===== config.mk =====
export PLATFORM = sky130hd
export DESIGN_NAME = gemm_tile_sequencer
export DESIGN_NICKNAME = d
export VERILOG_FILES = /design/src/rtl/gemm_tile_sequencer.sv
export SDC_FILE = /design/constraint.sdc
export NUM_CORES = 1
export LEC_CHECK = 0
export BUFFER_PORTS_ARGS = -buffer_cell sky130_fd_sc_hd__clkbuf_2
export CORE_MARGIN = 1
export CORE_UTILIZATION = 50
export CTS_CLUSTER_SIZE = 14
export DETAILED_ROUTE_END_ITERATION = 6
export PLACE_DENSITY = 0.68
export SETUP_SLACK_MARGIN = 0.4
export SYNTH_ARGS = -nofsm -noshare
export SYNTH_HDL_FRONTEND = slang
export SYNTH_SLANG_ARGS = --single-unit

===== constraint.sdc =====
create_clock -name clk_i -period 11.6 [get_ports clk_i]
set_input_delay 2.32 -clock clk_i [delete_from_list [all_inputs] [get_ports clk_i]]
set_output_delay 2.32 -clock clk_i [all_outputs]
set_load 0.02 [all_outputs]

===== src/rtl/gemm_tile_sequencer.sv =====
// Output-stationary GeMM tile-loop controller: walks (mt, nt, kt), drives A/B
// SRAM read addresses, MAC accumulate/clear strobes and the SRAM C write port.
module gemm_tile_sequencer #(
  parameter int unsigned AddrWidth     = 10,
  parameter int unsigned SizeAddrWidth = 8,
  parameter int unsigned TileM         = 4,
  parameter int unsigned TileK         = 4,
  parameter int unsigned TileN         = 4
) (
  input  logic                     clk_i,
  input  logic                     rst_ni,
  input  logic                     start_i,
  input  logic [SizeAddrWidth-1:0] M_size_i,
  input  logic [SizeAddrWidth-1:0] K_size_i,
  input  logic [SizeAddrWidth-1:0] N_size_i,
  output logic [AddrWidth-1:0]     sram_a_addr_o,
  output logic [AddrWidth-1:0]     sram_b_addr_o,
  output logic [AddrWidth-1:0]     sram_c_addr_o,
  output logic                     sram_c_we_o,
  output logic                     acc_en_o,
  output logic                     acc_clr_o,
  output logic                     busy_o,
  output logic                     done_o
);

  localparam logic [2:0] StIdle  = 3'd0;
  localparam logic [2:0] StCalc  = 3'd1;
  localparam logic [2:0] StRun   = 3'd2;
  localparam logic [2:0] StDrain = 3'd3;
  localparam logic [2:0] StDone  = 3'd4;

  // Products are formed wide enough to be exact, then truncated to AddrWidth.
  localparam int unsigned ProdWidth =
    (2 * SizeAddrWidth > AddrWidth) ? 2 * SizeAddrWidth : AddrWidth;
  localparam int unsigned CeilWidth = SizeAddrWidth + 1;

  function automatic logic [SizeAddrWidth-1:0] ceil_tiles(
    input logic [SizeAddrWidth-1:0] size,
    input int unsigned              tile
  );
    logic [CeilWidth-1:0] sum;
    sum = CeilWidth'(size) + CeilWidth'(tile - 1);
    return SizeAddrWidth'(sum / CeilWidth'(tile));
  endfunction

  logic [2:0]               state_q, state_d;
  logic [SizeAddrWidth-1:0] m_size_q, m_size_d;
  logic [SizeAddrWidth-1:0] k_size_q, k_size_d;
  logic [SizeAddrWidth-1:0] n_size_q, n_size_d;
  logic [SizeAddrWidth-1:0] mt_tiles_q, mt_tiles_d;
  logic [SizeAddrWidth-1:0] kt_tiles_q, kt_tiles_d;
  logic [SizeAddrWidth-1:0] nt_tiles_q, nt_tiles_d;
  logic [SizeAddrWidth-1:0] mt_q, mt_d;
  logic [SizeAddrWidth-1:0] nt_q, nt_d;
  logic [SizeAddrWidth-1:0] kt_q, kt_d;
  logic                     drain_q, drain_d;
  logic                     s1_valid_q, s1_valid_d;
  logic                     s1_clr_q, s1_clr_d;
  logic                     s1_last_q, s1_last_d;
  logic [AddrWidth-1:0]     s1_c_addr_q, s1_c_addr_d;
  logic                     c_we_q, c_we_d;
  logic [AddrWidth-1:0]     c_addr_q, c_addr_d;

  logic                 issue;
  logic                 kt_last, nt_last, mt_last;
  logic [ProdWidth-1:0] a_prod, b_prod, c_prod;

  always_comb begin
    issue   = (state_q == StRun);
    kt_last = (kt_q == kt_tiles_q - SizeAddrWidth'(1));
    nt_last = (nt_q == nt_tiles_q - SizeAddrWidth'(1));
    mt_last = (mt_q == mt_tiles_q - SizeAddrWidth'(1));
    a_prod  = ProdWidth'(mt_q) * ProdWidth'(kt_tiles_q) + ProdWidth'(kt_q);
    b_prod  = ProdWidth'(kt_q) * ProdWidth'(nt_tiles_q) + ProdWidth'(nt_q);
    c_prod  = ProdWidth'(mt_q) * ProdWidth'(nt_tiles_q) + ProdWidth'(nt_q);
  end

  always_comb begin
    state_d    = state_q;
    m_size_d   = m_size_q;
    k_size_d   = k_size_q;
    n_size_d   = n_size_q;
    mt_tiles_d = mt_tiles_q;
    kt_tiles_d = kt_tiles_q;
    nt_tiles_d = nt_tiles_q;
    mt_d       = mt_q;
    nt_d       = nt_q;
    kt_d       = kt_q;
    drain_d    = drain_q;

    case (state_q)
      StIdle: begin
        if (start_i) begin
          state_d  = StCalc;
          m_size_d = M_size_i;
          k_size_d = K_size_i;
          n_size_d = N_size_i;
        end
      end
      StCalc: begin
        mt_tiles_d = ceil_tiles(m_size_q, TileM);
        kt_tiles_d = ceil_tiles(k_size_q, TileK);
        nt_tiles_d = ceil_tiles(n_size_q, TileN);
        mt_d       = '0;
        nt_d       = '0;
        kt_d       = '0;
        drain_d    = 1'b0;
        if ((m_size_q == '0) || (k_size_q == '0) || (n_size_q == '0)) begin
          state_d = StDone;
        end else begin
          state_d = StRun;
        end
      end
      StRun: begin
        if (!kt_last) begin
          kt_d = kt_q + SizeAddrWidth'(1);
        end else begin
          kt_d = '0;
          if (!nt_last) begin
            nt_d = nt_q + SizeAddrWidth'(1);
          end else begin
            nt_d = '0;
            if (!mt_last) begin
              mt_d = mt_q + SizeAddrWidth'(1);
            end else begin
              mt_d    = '0;
              state_d = StDrain;
            end
          end
        end
      end
      StDrain: begin
        // Two cycles: the final issue must clear stage 1 and stage 2.
        if (drain_q) begin
          drain_d = 1'b0;
          state_d = StDone;
        end else begin
          drain_d = 1'b1;
        end
      end
      StDone:  state_d = StIdle;
      default: state_d = StIdle;
    endcase
  end

  always_comb begin
    s1_valid_d  = issue;
    s1_clr_d    = issue && (kt_q == '0);
    s1_last_d   = issue && kt_last;
    s1_c_addr_d = issue ? c_prod[AddrWidth-1:0] : '0;
    c_we_d      = s1_valid_q && s1_last_q;
    c_addr_d    = (s1_valid_q && s1_last_q) ? s1_c_addr_q : '0;
  end

  always_ff @(posedge clk_i or negedge rst_ni) begin
    if (!rst_ni) begin
      state_q     <= StIdle;
      m_size_q    <= '0;
      k_size_q    <= '0;
      n_size_q    <= '0;
      mt_tiles_q  <= '0;
      kt_tiles_q  <= '0;
      nt_tiles_q  <= '0;
      mt_q        <= '0;
      nt_q        <= '0;
      kt_q        <= '0;
      drain_q     <= 1'b0;
      s1_valid_q  <= 1'b0;
      s1_clr_q    <= 1'b0;
      s1_last_q   <= 1'b0;
      s1_c_addr_q <= '0;
      c_we_q      <= 1'b0;
      c_addr_q    <= '0;
    end else begin
      state_q     <= state_d;
      m_size_q    <= m_size_d;
      k_size_q    <= k_size_d;
      n_size_q    <= n_size_d;
      mt_tiles_q  <= mt_tiles_d;
      kt_tiles_q  <= kt_tiles_d;
      nt_tiles_q  <= nt_tiles_d;
      mt_q        <= mt_d;
      nt_q        <= nt_d;
      kt_q        <= kt_d;
      drain_q     <= drain_d;
      s1_valid_q  <= s1_valid_d;
      s1_clr_q    <= s1_clr_d;
      s1_last_q   <= s1_last_d;
      s1_c_addr_q <= s1_c_addr_d;
      c_we_q      <= c_we_d;
      c_addr_q    <= c_addr_d;
    end
  end

  always_comb begin
    sram_a_addr_o = issue ? a_prod[AddrWidth-1:0] : '0;
    sram_b_addr_o = issue ? b_prod[AddrWidth-1:0] : '0;
    sram_c_addr_o = c_addr_q;
    sram_c_we_o   = c_we_q;
    acc_en_o      = s1_valid_q;
    acc_clr_o     = s1_clr_q;
    busy_o        = (state_q != StIdle);
    done_o        = (state_q == StDone);
  end

endmodule

==> impl_metrics.json, run 1 <==
{
  "start_util_pct": 51.2,
  "min_path_type": "flip-flop to flip-flop",
  "die_area_sq_um": 19100,
  "r2r_cells": 15,
  "cts_inserted_buffers": 9,
  "grt_max_degree": 57,
  "holdPathStages": 1,
  "slew_violations": 0,
  "critPathRequiredTime_ps": 9280,
  "postCtsHoldBufs": 0,
  "multiInputGateArea_sq_um": 6010,
  "ys_top_cells_by_area": "dfrtp_1, fa_1, ha_1",
  "routabilityCongestion": 0.837,
  "finalCritPeriodShare_pct": 60.5,
  "route.detailed.drc": 12,
  "outcome": "finished, violations left",
  "worstMarginPinSlew_ps": 1090,
  "period_minus_slack_ps": 7020,
  "htreeDepth": 3,
  "fin_hold_ws_ps": 476,
  "dpl.hpwl_um": 15000,
  "worstSetupPathType": "flip-flop to primary output",
  "fillers": 1620,
  "grt_setup_unrepaired": "false",
  "yosysTopAreaCellShare_pct": 26.2,
  "powerDensity_nw_per_um2": 187,
  "crit_start": "nt_tiles_q[2]$_DFFE_PN0N_",
  "power_leakage_nw": 4.76,
  "drive_gt1_share_pct": 11.2,
  "end_kind": "primary output",
  "overflow": 0,
  "dr.first_iter.drc_count": 447,
  "skew_ps": 14.8,
  "syn_area_per_cell_sq_um": 8.95,
  "clk_latency_ps": 360,
  "syn_nets": 1214,
  "synth_flop_cell": "dfrtp_1",
  "yosysMostFrequentCell": "inv_1",
  "wl_um": 19800,
  "relSlewSlack_pct": 27.2,
  "critical_path.max_stage_delay_ps": 720,
  "critical-path-slowest-cell": "dfrtp_1",
  "synthTopCellsByCount": "inv_1, nand2_1, dfrtp_1",
  "seq_area_frac_synth_pct": 26.2,
  "grtUsageTotal_pct": 22.5,
  "yosys_warnings": 0,
  "async_flop_share_pct": 100,
  "ir_worst_vdd_mv": 0.140,
  "yosysTopAreaCell": "dfrtp_1",
  "grt_first_pass_wirelength_um": 34400,
  "path_common_cell": "inv_1",
  "violations": "DRC",
  "clock_sinks": 97,
  "synth.cell_area_sq_um": 9270,
  "areaGrowthSynthToFinish_pct": 7.71,
  "wl_per_cell_um": 15.3,
  "hold_viol": 0,
  "crit_chain": "inv_1 -> nor2_1 -> ha_1 -> inv_1 -> fa_1 -> inv_1 -> ha_1 -> inv_1 -> fa_1 -> inv_1 -> ha_1 -> a21o_1 -> a21oi_1 -> o21bai_1 -> a21oi_1 -> o21ai_0 -> xnor2_1 -> nor2_1 -> clkbuf_2",
  "tns_ps": 0,
  "ctsResizeCount": 0,
  "rr_startpoint": "nt_tiles_q[2]$_DFFE_PN0N_",
  "ctsRootBufferMaster": "clkbuf_16",
  "postRouteAntennaNets": 0,
  "io_pins": 62,
  "min_from": "s1_c_addr_q[2]$_DFF_PN0_",
  "fin_nets": 1234,
  "critPathLaunchType": "flip-flop",
  "antenna_found_initial": 0,
  "fp.coreArea_sq_um": 18100,
  "grt_pass1_vias": 6854,
  "clk_pin_slew_ps": 70,
  "synthCells": 1036,
  "die_h_um": 138,
  "rows": 49,
  "fmax_ghz": 0.143,
  "crit_fanout": 17,
  "via_count": 6810,
  "antenna_cells": 0,
  "drt-pass1-iter-count": 7,
  "yosys_register_bits": 97,
  "postCtsSetupBuffers": 0,
  "cts_tree": "yes",
  "ys_types": 56,
  "clk_path_buf_depth": 2,
  "die_x_um": 138,
  "io_buffer_count": 61,
  "worstPathArrival_ps": 4700,
  "cap_viol_max_count": 0,
  "synth_edf_count": 0,
  "vias_per_cell": 5.28,
  "regArea_sq_um": 2430,
  "setup_viol": 0
}
cells in the final DEF, fill, tap and decap left out, types with 18 or more instances in the layout:
master    count
mux2_2       25
inv_1       164
dfrtp_1      97
xnor2_1      47
and3_1       20
nand3_1      18
and2_1       59
fa_1         87
a21oi_1      31
nor2_1       48
ha_1         64
clkbuf_2     60
o21ai_0      40
xor2_1       40
nand2_1     130
through the flow:
step           setup WS, ps  power [W]  instance area (sq um)  instances  utilization (%)
2_1_floorplan          5140    0.00131                   9270       1036                -
3_3_place_gp           5090    0.00154                   9680       1274             53.5
3_5_place_dp           4980    0.00157                   9680       1274             53.5
4_1_cts                4580    0.00188                   9980       1290             55.2
5_1_grt                4190    0.00204                   9980       1290             55.2
6_report               4580    0.00187                   9980       1290             55.2
where the power goes:
| group | leakage [nW] | switching (W) | internal [W] |
|---|---|---|---|
| clock | 0.142 | 0.000141 | 0.000171 |
| sequential | 1.26 | 0.000210 | 0.000439 |
| combinational | 3.36 | 0.000527 | 0.000381 |
registers in the layout, summed over array words and instances (netlist names), 8 cells and up:
register	flops
k_size_q	8
kt_q	8
sram_c_addr_o	10
n_size_q	8
nt_q	8
s1_c_addr_q	10
m_size_q	8
mt_q	8
cells by family after synthesis:
kind of cell	count (synthesis)	share of synthesized area (%)
xor+xnor	87	8.22
buf+inv	220	8.96
simple gates	328	17.3
compound gates	128	8.84
mux	25	3.04
flops	97	26.2
fa+ha+maj	151	27.4
routing by layer:
metal,global-route usage [%],wire length [um]
met5,0,0
met1,32.5,9720
met2,35.7,9020
met3,3.36,746
met4,5.85,292
critical path: cells and delay by family (launching register included):
kind            cells  cell delay (ps)
flops               1              720
simple gates        2              260
xor+xnor            1              140
fa+ha+maj           5             1730
compound gates      5              850
buf+inv             6              660
final timing paths:
path	to	slack, ps
worst min-delay path	sram_c_addr_o[2]$_DFF_PN0_	480
worst max register to register	s1_c_addr_q[9]$_DFF_PN0_	7220
max in group asynchronous	acc_clr_o$_DFF_PN0_	8510
min in group asynchronous	n_size_q[1]$_DFFE_PN0P_	1950
worst max-delay path	sram_b_addr_o[9]	4580
worst min register to register	sram_c_addr_o[2]$_DFF_PN0_	480
final cells by class:
cell class	instances	share of cell area [%]
Inverter	164	6.17
Tap cell	229	2.87
Multi-Input combinational cell	719	60.2
Clock buffer	10	2.29
Timing Repair Buffer	65	3.38
Sequential cell	97	24.3
Clock inverter	6	0.739
No activity file was read; power rests on OpenSTA's default activity.
==> inputs of run 2 (changes only) <==
--- a/config.mk
+++ b/config.mk
@@ -10,7 +10,7 @@
 export CORE_UTILIZATION = 50
 export CTS_CLUSTER_SIZE = 14
 export DETAILED_ROUTE_END_ITERATION = 6
-export PLACE_DENSITY = 0.68
+export PLACE_DENSITY = 0.7
 export SETUP_SLACK_MARGIN = 0.4
 export SYNTH_ARGS = -nofsm -noshare
 export SYNTH_HDL_FRONTEND = slang
==> constraint.sdc (replaced) <==
create_clock -name clk_i -period 6.3 [get_ports clk_i]
set_input_delay 1.26 -clock clk_i [delete_from_list [all_inputs] [get_ports clk_i]]
set_output_delay 1.26 -clock clk_i [all_outputs]
set_load 0.02 [all_outputs]
==> run 2 against run 1 <==
Compared with the run above: the flow still finishes with violations (DRC); count of clock-buffer cells in the layout is the same; hold slack gained 12 ps; sequential cell count is the same; clock power grew 90%; final cell count grew 0.70%; register-to-register slack lost 5200 ps; setup slack lost 3900 ps; global-route usage grew 0.065 points; first-iteration DRC count shrank 0.89%; critical path type unchanged.
==> impl_metrics.json, run 2 (same netlist as run 1, synthesis figures left out) <==
{
  "cts_tree": "yes",
  "final_common_cell": "inv_1",
  "skew_ps": 10.9,
  "setup_viol": 0,
  "worstSetupPathType": "flip-flop to primary output",
  "cap_viol_max_count": 0,
  "htreeDepth": 3,
  "period_minus_slack_ps": 5640,
  "slew_violations": 0,
  "hold_viol": 0,
  "critPathRequiredTime_ps": 5040,
  "relSlewSlack_pct": 26.5,
  "grt_max_degree": 66,
  "power_leakage_nw": 4.81,
  "postRouteAntennaNets": 0,
  "finalPower_w": 0.00351,
  "die_area_sq_um": 19100,
  "io_pins": 62,
  "worstMarginPinSlew_ps": 1100,
  "clk_path_buf_depth": 2,
  "dr.first_iter.drc_count": 443,
  "powerDensity_nw_per_um2": 347,
  "fp.coreArea_sq_um": 18100,
  "die_h_um": 138,
  "io_buffer_count": 61,
  "fmax_ghz": 0.177,
  "die_x_um": 138,
  "violations": "DRC",
  "routabilityCongestion": 0.866,
  "fin_ws_ps": 661,
  "drive_gt1_share_pct": 13.8,
  "wl_per_cell_um": 15.3,
  "clock_sinks": 97,
  "vias_per_cell": 5.32,
  "grt_pass1_vias": 6876,
  "ctsRootBufferMaster": "clkbuf_16",
  "grt_setup_unrepaired": "false",
  "critPathLaunchType": "flip-flop",
  "antenna_cells": 0,
  "antenna_found_initial": 0,
  "overflow": 0,
  "layout_common_cells": "inv_1, nand2_1, fa_1",
  "via_count": 6909,
  "route.detailed.drc": 9,
  "finalCritPeriodShare_pct": 89.5,
  "final_cell_area_sq_um": 10100,
  "drt-pass1-iter-count": 7,
  "areaGrowthSynthToFinish_pct": 8.90,
  "dp_slack_ps": 785,
  "ir_worst_vdd_mv": 0.255,
  "min_path_type": "flip-flop to flip-flop",
  "rows": 49,
  "start_util_pct": 51.2,
  "wl_um": 19800,
  "fin_nets": 1243,
  "clk_latency_ps": 350,
  "cts_inserted_buffers": 9,
  "end_kind": "primary output",
  "outcome": "finished, violations left",
  "placed_cell_area_sq_um": 9750,
  "clk_pin_slew_ps": 70,
  "grtUsageTotal_pct": 22.6,
  "dpl.hpwl_um": 15400,
  "worstPathArrival_ps": 4380,
  "tns_ps": 0,
  "crit_fanout": 13,
  "grt_first_pass_wirelength_um": 34500
}
run 2: metal layers:
metal	routed length, um	part of all wire (%)	global-route usage [%]	up-vias
li1	-	-	-	3323
met5	0	0	0	-
met1	9510	48	32.4	3405
met4	281	1.4	5.74	0
met3	935	4.7	3.50	23
met2	9110	46	36.0	158
run 2: worst paths after layout:
kind                                                from                         end  slack, ps  cells after the start
worst min register to register  s1_c_addr_q[3]$_DFF_PN0_  sram_c_addr_o[3]$_DFF_PN0_        490                      1
worst max-delay path                 kt_q[3]$_DFFE_PN0N_            sram_b_addr_o[8]        660                     15
worst max register to register       mt_q[3]$_DFFE_PN0P_    s1_c_addr_q[9]$_DFF_PN0_       2000                     15
min in group asynchronous                         rst_ni    s1_c_addr_q[4]$_DFF_PN0_        840                      1
worst min-delay path            s1_c_addr_q[3]$_DFF_PN0_  sram_c_addr_o[3]$_DFF_PN0_        490                      1
max in group asynchronous                         rst_ni         kt_q[2]$_DFFE_PN0N_       4210                      2
run 2: power by group:
| part | total [W] | internal (W) | switching (W) |
|---|---|---|---|
| combinational | 0.00174 | 0.000720 | 0.00102 |
| sequential | 0.00117 | 0.000816 | 0.000358 |
| clock | 0.000592 | 0.000329 | 0.000263 |
run 2: stage by stage:
step / std cells / hold WS (ps) / utilization [%]
floorplan: 1036 / 463 / -
global placement: 1283 / 469 / 53.9
detailed placement: 1283 / 473 / 53.9
CTS: 1299 / 488 / 55.7
global route: 1299 / 509 / 55.8
finish: 1299 / 488 / 55.8
run 2: final cells by class:
cell class | instances | area [sq um]
flip-flops and latches | 97 | 2440
clock buffers | 10 | 239
multi-input cells | 719 | 6020
inverters | 164 | 616
clock inverters | 6 | 81.3
fillers | 1645 | 7990
repair buffers | 74 | 405
well taps | 229 | 287
run 2: critical path, stage by stage, from the launching register on:
cell	delay [ps]
dfrtp_2	510
and2_1	210
fa_1	530
inv_1	50
fa_1	480
inv_1	60
fa_1	520
inv_1	50
fa_1	520
inv_1	40
ha_1	330
a21o_1	180
a21oi_1	170
xor2_1	160
nor2_1	50
clkbuf_2	160
run 2: timing repair:
item                                    4_1_cts  5_1_grt
buffers inserted                              0        0
hold buffers                                  0        0
endpoints found under the setup margin        1        6
gates resized for setup                       2       18
